File: src/rtl/mmio_pkg.sv
// Shared encodings and helpers for the MM/IO bridge.
package mmio_pkg;

  typedef enum logic [2:0] {
    S_IDLE    = 3'd0,
    S_MM_ACC  = 3'd1,
    S_MM_CAP  = 3'd2,
    S_IO_REQ  = 3'd3,
    S_IO_WAIT = 3'd4,
    S_DONE    = 3'd5
  } state_t;

  // Wide enough for any DATA_W in use; callers truncate with a size cast.
  localparam logic [255:0] ALL_ONES = '1;

  // Channel index width: clog2(n), never below one bit.
  function automatic int ch_w(input int n);
    return (n < 2) ? 1 : $clog2(n);
  endfunction

endpackage

File: src/rtl/mmio_timeout_ctr.sv
// IO wait-cycle counter; only built when MMIO_BRIDGE_TIMEOUT_EN is defined.
module mmio_timeout_ctr #(
  parameter int TIMEOUT = 15
) (
  input  logic clk,
  input  logic rst,
  input  logic clear,
  input  logic enable,
  output logic expired
);

  localparam int CW = $clog2(TIMEOUT + 1);

  logic [CW-1:0] cnt;

  // expired marks the TIMEOUT-th enabled cycle, so the wait ends on that cycle.
  assign expired = (cnt == CW'(TIMEOUT - 1));

  always_ff @(posedge clk) begin
    if (!rst || clear) cnt <= '0;
    else if (enable && !expired) cnt <= cnt + 1'b1;
  end

endmodule

File: src/rtl/mmio_bridge.sv
// Datapath-to-memory/peripheral bridge with req/ack sequencing and busy stall.
// Optional IO wait timeout: define MMIO_BRIDGE_TIMEOUT_EN.
module mmio_bridge
  import mmio_pkg::*;
#(
  parameter int ADDR_W      = 32,
  parameter int DATA_W      = 32,
  parameter int IO_DATA_W   = 8,
  parameter int N_IO        = 4,
  parameter int IO_BASE_BIT = 12,
  parameter int TIMEOUT     = 15
) (
  input  logic                      clk,
  input  logic                      rst,
  input  logic                      rd,
  input  logic                      wr,
  input  logic [ADDR_W-1:0]         address,
  input  logic [DATA_W-1:0]         data_in,
  output logic [DATA_W-1:0]         data_out,
  output logic                      busy,
  output logic                      err,
  output logic                      mm_rd,
  output logic                      mm_wr,
  output logic [ADDR_W-1:0]         mm_addr,
  output logic [DATA_W-1:0]         mm_wdata,
  input  logic [DATA_W-1:0]         mm_rdata,
  output logic [N_IO-1:0]           io_sel,
  output logic                      io_rd,
  output logic                      io_wr,
  output logic [IO_DATA_W-1:0]      io_wdata,
  input  logic [N_IO*IO_DATA_W-1:0] io_rdata,
  input  logic [N_IO-1:0]           io_ack
);

  localparam int CH_W  = ch_w(N_IO);
  localparam int PAD_N = 1 << CH_W;
  localparam int PAD_W = PAD_N * IO_DATA_W;

  state_t            state, state_nx;
  logic              op_wr, op_wr_nx, req, accept, bad_ch, ack_hit, expired;
  logic [ADDR_W-1:0] addr_nx;
  logic [CH_W-1:0]   ch, ch_nx;
  logic [31:0]       ch_req;
  logic [PAD_N-1:0]  ack_pad;
  logic [PAD_W-1:0]  rdata_pad;

  // Pad per-channel inputs to a power of two so any ch index stays in range.
  assign ack_pad   = PAD_N'(io_ack);
  assign rdata_pad = PAD_W'(io_rdata);

  assign req     = rd | wr;
  assign accept  = (state == S_IDLE) && req;
  assign ch      = mm_addr[2 +: CH_W];
  assign ack_hit = ack_pad[ch];
  assign ch_req  = 32'(address[2 +: CH_W]);
  assign bad_ch  = address[IO_BASE_BIT] && (ch_req >= N_IO);
  assign addr_nx = accept ? address : mm_addr;
  assign ch_nx   = addr_nx[2 +: CH_W];
  assign op_wr_nx = (state == S_IDLE) ? wr : op_wr;

  assign busy = rst & (((state != S_IDLE) && (state != S_DONE)) || accept);

`ifdef MMIO_BRIDGE_TIMEOUT_EN
  mmio_timeout_ctr #(.TIMEOUT(TIMEOUT)) u_tmo (
    .clk     (clk),
    .rst     (rst),
    .clear   (state == S_IO_REQ),
    .enable  (state == S_IO_WAIT),
    .expired (expired)
  );
`else
  // No counter: with TIMEOUT >= 1 this is constant 0 and the wait never expires.
  assign expired = (TIMEOUT == 0);
`endif

  always_ff @(posedge clk) begin
    if (!rst) state <= S_IDLE;
    else      state <= state_nx;
  end

  always_comb begin
    state_nx = state;
    case (state)
      S_IDLE: if (req) begin
        if (!address[IO_BASE_BIT]) state_nx = S_MM_ACC;
        else if (!bad_ch)          state_nx = S_IO_REQ;
        else                       state_nx = S_DONE;
      end
      S_MM_ACC:  state_nx = S_MM_CAP;
      S_MM_CAP:  state_nx = S_DONE;
      S_IO_REQ:  state_nx = S_IO_WAIT;
      S_IO_WAIT: if (ack_hit || expired) state_nx = S_DONE;
      S_DONE:    state_nx = S_IDLE;
      default:   state_nx = S_IDLE;
    endcase
  end

  // Strobes and select are registered from the next state so they align with it.
  always_ff @(posedge clk) begin
    if (!rst) begin
      op_wr <= 1'b0; err <= 1'b0; data_out <= '0;
      mm_rd <= 1'b0; mm_wr <= 1'b0; mm_addr <= '0; mm_wdata <= '0;
      io_sel <= '0; io_rd <= 1'b0; io_wr <= 1'b0; io_wdata <= '0;
    end else begin
      mm_rd  <= (state_nx == S_MM_ACC) && !op_wr_nx;
      mm_wr  <= (state_nx == S_MM_ACC) &&  op_wr_nx;
      io_rd  <= (state_nx == S_IO_REQ) && !op_wr_nx;
      io_wr  <= (state_nx == S_IO_REQ) &&  op_wr_nx;
      io_sel <= ((state_nx == S_IO_REQ) || (state_nx == S_IO_WAIT)) ? (N_IO'(1) << ch_nx) : '0;
      if (accept) begin
        mm_addr  <= address;
        mm_wdata <= data_in;
        io_wdata <= data_in[IO_DATA_W-1:0];
        op_wr    <= wr;
        if (rd && wr) err <= 1'b1;
        if (bad_ch) begin
          err      <= 1'b1;
          data_out <= DATA_W'(ALL_ONES);
        end
      end
      if (state == S_MM_CAP && !op_wr) data_out <= mm_rdata;
      if (state == S_IO_WAIT) begin
        if (ack_hit) begin
          if (!op_wr) data_out <= DATA_W'(rdata_pad[int'(ch)*IO_DATA_W +: IO_DATA_W]);
        end else if (expired) begin
          err <= 1'b1;
          if (!op_wr) data_out <= DATA_W'(ALL_ONES);
        end
      end
    end
  end

endmodule

File: config.mk
export PLATFORM = sky130hd
export DESIGN_NAME = mmio_bridge
export DESIGN_NICKNAME = d
export VERILOG_FILES = /design/src/rtl/mmio_pkg.sv /design/src/rtl/mmio_timeout_ctr.sv /design/src/rtl/mmio_bridge.sv
export SDC_FILE = /design/constraint.sdc
export NUM_CORES = 1
export LEC_CHECK = 0
export CAP_MARGIN = 25
export CORE_MARGIN = 8
export CORE_UTILIZATION = 40
export CTS_BUF_LIST = sky130_fd_sc_hd__clkbuf_4
export DETAILED_ROUTE_END_ITERATION = 8
export PLACE_DENSITY = 0.83
export SKIP_LAST_GASP = 1
export SYNTH_ARGS = -nofsm -noshare
export SYNTH_HDL_FRONTEND = slang
export SYNTH_SLANG_ARGS = --single-unit
File: constraint.sdc
create_clock -name clk -period 3.85 [get_ports clk]
set_clock_uncertainty 0.05 [all_clocks]
set_input_delay 0.77 -clock clk [delete_from_list [all_inputs] [get_ports clk]]
set_output_delay 0.77 -clock clk [all_outputs]
set_load 0.02 [all_outputs]
Word-level counts from Yosys, hierarchy flattened
Cells that the tools add are included.

operators by class
  equality and inequality tests = 8
  multiplexer cells = 17
  reductions and logical operators = 18
  bitwise gates (word level) = 2
  $lt $le $gt $ge = 2
  shifts and indexed selects = 2

operators with widths
  kind                   number
  $mux W32               6
  $shiftx A32 B6 Y8      1
  $pmux W3 S5            1
  $mux W3                4
  $eq A3 B2 Y1 const B   3
  $logic_and A1 B1 Y1    9
  $eq A3 B1 Y1 const B   2
  $eq A3 B3 Y1 const B   2
  $mux W1                4
  $mux W4                1
  $reduce_and A2 Y1      2
  $shl A1 B2 Y4 const A  1
  $ge A2 B3 Y1 const B   1
  $logic_not A3 Y1       1
  $lt A2 B3 Y1 const B   1
  $ne A3 B3 Y1 const B   1
  $reduce_bool A3 Y1     1
  $bmux W1 S2            1
  $logic_not A1 Y1       2
  $logic_or A1 B1 Y1     2
  $reduce_bool A2 Y1     1
  $and A1 B1 Y1          1
  $or A1 B1 Y1           1

word-level totals
  register bits after elaboration = 117
  bits of input ports = 136
  output and inout port bits = 114

Logic depth before layout (Yosys ltp)
Gate-level depths: netlist (run 1).

  depth in word-level cells = 9
  gate-level depth with buffers = 6
  mapped depth without buffers = 3

Worst setup path before layout (run 1)
OpenSTA, ideal clock, no wires.

  path kind = input port to output port
  start point = in rst
  end point = out busy
  arrival = 1.314 ns
  buffers on the path = 1
  data required time = 3.030 ns
  stages = 2
  slack = 1.716 ns
  cell sequence = clkbuf_1 o21a_1

between the ends
  word-level cells in the longest chain between the ends = 1

ends and longest elaborated chain
  what           line               RTL
  from (decl)    mmio_bridge.sv:14  input logic rst,
  $and A1 B1 Y1  mmio_bridge.sv:61  assign busy = rst & (((state != S_IDLE) && (state != S_DONE)) || accept);
  to (decl)      mmio_bridge.sv:20  output logic busy,

Every way passes these cells.

Worst setup path after layout (run 1)
  start point = in wr
  end point = out busy

between the ends
  word-level cells in the longest chain between the ends = 4

ends and longest elaborated chain
  what                 line               RTL
  from (decl)          mmio_bridge.sv:16  input logic wr,
  $or A1 B1 Y1         mmio_bridge.sv:51  assign req = rd | wr;
  $logic_and A1 B1 Y1  mmio_bridge.sv:52  assign accept = (state == S_IDLE) && req;
  $logic_or A1 B1 Y1   mmio_bridge.sv:61
  $and A1 B1 Y1        mmio_bridge.sv:61

Every way passes these cells.

==> run summary, run 1 <==
First-pass DRT Iterations = 5
Std cell rows = 39
Initial antenna violation count = 0
Leading area contributor after synthesis = dfxtp_1
Fillers = 905
Flop-to-flop setup slack = 1.48 ns
EDFF count, synth = 0
Critical Path Source Type = input port
Largest net degree at the start of global routing = 72
Lkg Pwr = 2.46 nW
Max Buffers Root-to-Sink = 2
Synth Cell Area = 4550 um^2
Asr flop ratio synth = 0
Number of buffers and inverters on the critical path = 2
Share of cells above drive strength 1 = 0.0526
Yosys top cell area share = 0.480
Starting Density = 0.403
Register area = 2180 um^2
Worst path cell trace = clkdlybuf4s50_1 > nor4_1 > a21oi_1 > o21a_1 > clkdlybuf4s50_1
Crit Path Class = in -> out
Max Transition Viols Final = 0
Root Driver = clkbuf_4
Area of the multi-input gates = 2080 um^2
Mean cell area of the mapped netlist = 8.58 um^2
DP Area = 6990 um^2
Worst hold endpoint = data_out[23]
Worst r2r src = mm_addr[2]
Worst hold path class = reg -> reg
Fin util = 0.635
Worst path arrival time = 2.50 ns
Cts bufs inserted = 9
Post-layout minimum cycle time = 3.32 ns
Grt ovf = 0
WL/cell = 19.0 um
Ys Warns = 0
PortBufs = 249
Max FO, Critical Path = 7
Measured slew at the worst slew-check pin = 0.711 ns
Post-synth top cells = dfxtp_1 (109), a21oi_1 (90), o21ai_0 (67)
Setup violations, final = 0
Synthesized instance count = 530
Die height = 123 um
Pwr dens = 388 nW/um^2
Clk slew on worst S/H paths = 0.15 ns
Vias/cell = 5.49
Chip width = 123 um
Worst path most repeated cell = clkdlybuf4s50_1
Met3 Usage GRT = 0.0695
Final hold viol count = 0
Post-synthesis sequential area ratio = 0.480
DR vias = 4858
Synth area leaders = dfxtp_1 (48%), a21oi_1 (9.9%), o21ai_0 (7.4%)
Slowest stage cell, crit path = clkdlybuf4s50_1
Design Area, Final = 7160 um^2
# Post-CTS Setup Buffers = 0
Worst stage delay on the critical path = 0.57 ns
Setup repair after global routing missed its margin = no
CTS Hold Bufs = 0
Grt met2 use = 0.366
Max_cap viols = 0
Vias in the first global route = 4653
GR peak layer = met2
Worst r2r dst = data_out[27]
CP required = 3.03 ns
# IOs = 250
Relative slew slack = 0.526
CP endpoint kind = primary output
Pre-CTS setup slack = 0.583 ns
CTS tree = built
Yosys reg bits = 109
Detailed router's first-iteration violation count = 414
CP delay by family, top = buffers and inverters
DR DRC count = 0
Hold Crit Start = data_out[23]
Final worst-path cycle share = 0.863
Hold depth = 2
Nets = 872
Setup TNS = 0 ns
Area growth from synthesis to layout = 57.4%
Reg2Reg Depth = 3
Total GRT Usage = 0.211
Post-Layout Cell Count = 885
Yosys cell types = 42
Placed insts = 866
Post_cts resized = 0
Die area = 15000 um^2
Met1 Usage GRT = 0.242
Post-route setup slack = 0.528 ns
Synthesized net count = 666
Run status = complete, no violations
Detailed placement HPWL = 12400 um
First-pass GRT wire length = 25300 um
Placeable Area = 11300 um^2
H-tree depth = 3
Routed WL = 16800 um
Sink Count = 109
Worst skew pair latency = 0.44 ns
Max Fclk = 0.301 GHz
Top-count cell post-synth = dfxtp_1
Hold WS = 0.418 ns
Worst VDD drop = 0.213 mV
Post-route ant nets = 0
Placer congestion estimate = 0.829
Final Total Pwr = 2.78 mW
Most used DFF post-synth = dfxtp_1
==> worst register-to-register path: cells and delay by family (launching register included) <==
kind / cells / cell delay [ns]
AO/OA/AOI/OAI: 2 / 0.68
flip-flops: 1 / 0.81
multiplexers: 1 / 0.74
==> layer usage <==
layer,up-vias,part of all wire
met4,0,0.017
met1,2326,0.39
li1,2300,-
met3,21,0.094
met5,-,0
met2,211,0.50
==> how the worst max path moves through the flow <==
stage | start | to | cells past startpoint
2_1_floorplan | rst | busy | 2
3_3_place_gp | wr | busy | 5
3_5_place_dp | wr | busy | 5
4_1_cts | wr | busy | 5
5_1_grt | wr | busy | 5
6_report | wr | busy | 5
==> layout make-up <==
| type | instances | share of cell area |
|---|---|---|
| Clock buffer | 10 | 0.0105 |
| Sequential cell | 109 | 0.305 |
| Timing Repair Buffer | 258 | 0.363 |
| Clock inverter | 6 | 0.00542 |
| Antenna cell | 1 | 0.000350 |
| Tap cell | 143 | 0.0250 |
| Inverter | 1 | 0.000524 |
| Multi-Input combinational cell | 357 | 0.290 |
==> cells in the final DEF (no fill, tap or decap), drive strengths merged, types with 2 or more instances in the layout <==
cell type / count
buf: 9
nand2: 64
nand4b: 3
inv: 2
nand3: 63
nor3: 2
or3: 2
nor2b: 3
a21oi: 90
a311oi: 8
mux4: 9
nor2: 8
nor4b: 4
nor3b: 8
clkinv: 4
and3: 2
or4b: 2
a22oi: 4
clkbuf: 10
clkdlybuf4s50: 249
nor4: 3
o21ai: 67
dfxtp: 109
o21a: 3
==> state kept, by name (all words and copies together) (netlist names) <==
register and flops:
data_out 32, mm_addr 32, mm_wdata 32, io_sel 4
state 3, err 1, io_rd 1, io_wr 1
mm_rd 1, mm_wr 1, op_wr 1
==> cells by family after synthesis <==
family	Yosys count	share of synthesized area
multiplexers	10	0.0492
AND/OR/NAND/NOR	168	0.192
flip-flops	109	0.480
AO/OA/AOI/OAI	179	0.212
buffers and inverters	64	0.0668
==> power breakdown <==
part | internal [mW] | leakage (nW) | switching, mW
combinational | 0.460 | 1.50 | 0.491
clock | 0.140 | 0.0642 | 0.368
sequential | 1.24 | 0.892 | 0.0814
total | 1.84 | 2.46 | 0.940
(Power assumes the default switching activity.)
==> run 2: changes to the inputs <==
- CORE_ASPECT_RATIO: unset -> 0.5
==> run 2 against run 1 <==
  * Maximum frequency increased by 1.7%
  * Critical path depth unchanged
  * Register-to-register slack got worse by 0.02 ns
  * Wire length decreased by 2.7%
  * Via count decreased by 3.4%
  * Non-clock buffer count unchanged
  * Die area increased by 1.4%
  * Final cell count increased by 0.11%
  * Sequential share of layout area decreased by 0.41 points
  * Final area increased by 1.4%
==> run summary, run 2 (synthesized netlist as in run 1, its figures left out) <==
Run status = complete, no violations
PortBufs = 249
Vias in the first global route = 4636
Worst skew pair latency = 0.47 ns
Placed insts = 868
Hold depth = 2
Root Driver = clkbuf_4
Initial antenna violation count = 0
Clk slew on worst S/H paths = 0.18 ns
Worst VDD drop = 0.166 mV
Max Buffers Root-to-Sink = 2
Detailed router's first-iteration violation count = 313
Final hold viol count = 0
Die height = 91.4 um
Setup violations, final = 0
# Post-CTS Setup Buffers = 0
Die area = 15200 um^2
Post-layout minimum cycle time = 3.27 ns
Vias/cell = 5.29
Worst r2r dst = data_out[11]
Pwr dens = 412 nW/um^2
Placer congestion estimate = 0.789
First-pass GRT wire length = 25100 um
CP endpoint kind = primary output
CTS tree = built
Sink Count = 109
Worst hold path class = reg -> reg
Worst hold endpoint = data_out[12]
Worst path cell trace = clkdlybuf4s50_1 > nor4_1 > a21oi_1 > o21a_1 > clkdlybuf4s50_1
Worst stage delay on the critical path = 0.55 ns
Commonest non-fill, non-tap cells in the layout = clkdlybuf4s50_1 (249), dfxtp_1 (109), a21oi_1 (90)
Routed WL = 16300 um
Grt ovf = 0
H-tree depth = 3
Final Total Pwr = 2.99 mW
Measured slew at the worst slew-check pin = 0.862 ns
Largest net degree at the start of global routing = 80
Reg2Reg Depth = 3
Worst path arrival time = 2.45 ns
Critical Path Source Type = input port
WL/cell = 18.4 um
Total GRT Usage = 0.200
Crit Path Class = in -> out
Area growth from synthesis to layout = 59.5%
Chip width = 167 um
Most common cell after layout, fill and taps aside = clkdlybuf4s50_1
Std cell rows = 27
CP required = 3.03 ns
Post-route ant nets = 0
Final worst-path cycle share = 0.848
Flop-to-flop setup slack = 1.46 ns
Detailed placement HPWL = 11800 um
Starting Density = 0.412
Max_cap viols = 0
Max Fclk = 0.306 GHz
DR DRC count = 0
Post-Layout Cell Count = 886
Worst r2r src = mm_addr[2]
DR vias = 4691
# diodes = 0
Worst path most repeated cell = clkdlybuf4s50_1
Largest registers = data_out x32, mm_addr x32, mm_wdata x32
Max FO, Critical Path = 7
Slowest stage cell, crit path = clkdlybuf4s50_1
Setup TNS = 0 ns
CTS Hold Bufs = 0
Setup repair after global routing missed its margin = no
Lkg Pwr = 2.49 nW
# IOs = 250
Nets = 872
Post_cts resized = 0
Cts bufs inserted = 9
Placeable Area = 11000 um^2
Share of cells above drive strength 1 = 0.0540
First-pass DRT Iterations = 5
Hold Crit Start = data_out[12]
Hold WS = 0.415 ns
Relative slew slack = 0.426
Max Transition Viols Final = 0
-- run 2: final cells by class --
type / instances / area [um^2]
clock buffers: 9 / 67.6
clock inverters: 7 / 123
fillers: 890 / 3790
inverters: 1 / 3.75
multi-input cells: 357 / 2080
flip-flops and latches: 109 / 2180
well taps: 145 / 181
repair buffers: 258 / 2620
-- run 2: power breakdown --
group          switching [mW]  internal, mW
clock                   0.394         0.332
sequential             0.0746          1.24
combinational           0.492         0.459
total                   0.960          2.03
-- run 2: worst max-delay path, delay by kind of cell --
family	cells	cell delay (ns)
buffers and inverters	2	1.10
and+or+nand+nor	1	0.31
AOI/OAI and AO/OA	2	0.26
-- run 2: worst max path at each step --
stage                      end  startpoint  slack [ns]
final                     busy          rd        0.58
after global routing      busy          rd        0.48
after CTS                 busy          rd        0.59
after detailed placement  busy          rd        0.59
after global placement    busy          wr        0.61
after floorplan           busy         rst        1.72
-- run 2: stage by stage --
stage	utilization	setup WS, ns	instance area, um^2
after global placement	0.634	0.613	7010
after global routing	0.657	0.478	7260
after floorplan	-	1.72	4550
after detailed placement	0.636	0.593	7030
after CTS	0.653	0.587	7220
final	0.657	0.585	7260
-- run 2: metal layers --
metal,wire length (um),vias to the layer above,global-route usage
met5,0,-,0
met4,364,0,0.0737
met3,767,28,0.0514
met2,8760,120,0.370
met1,6440,2249,0.220
li1,-,2294,-
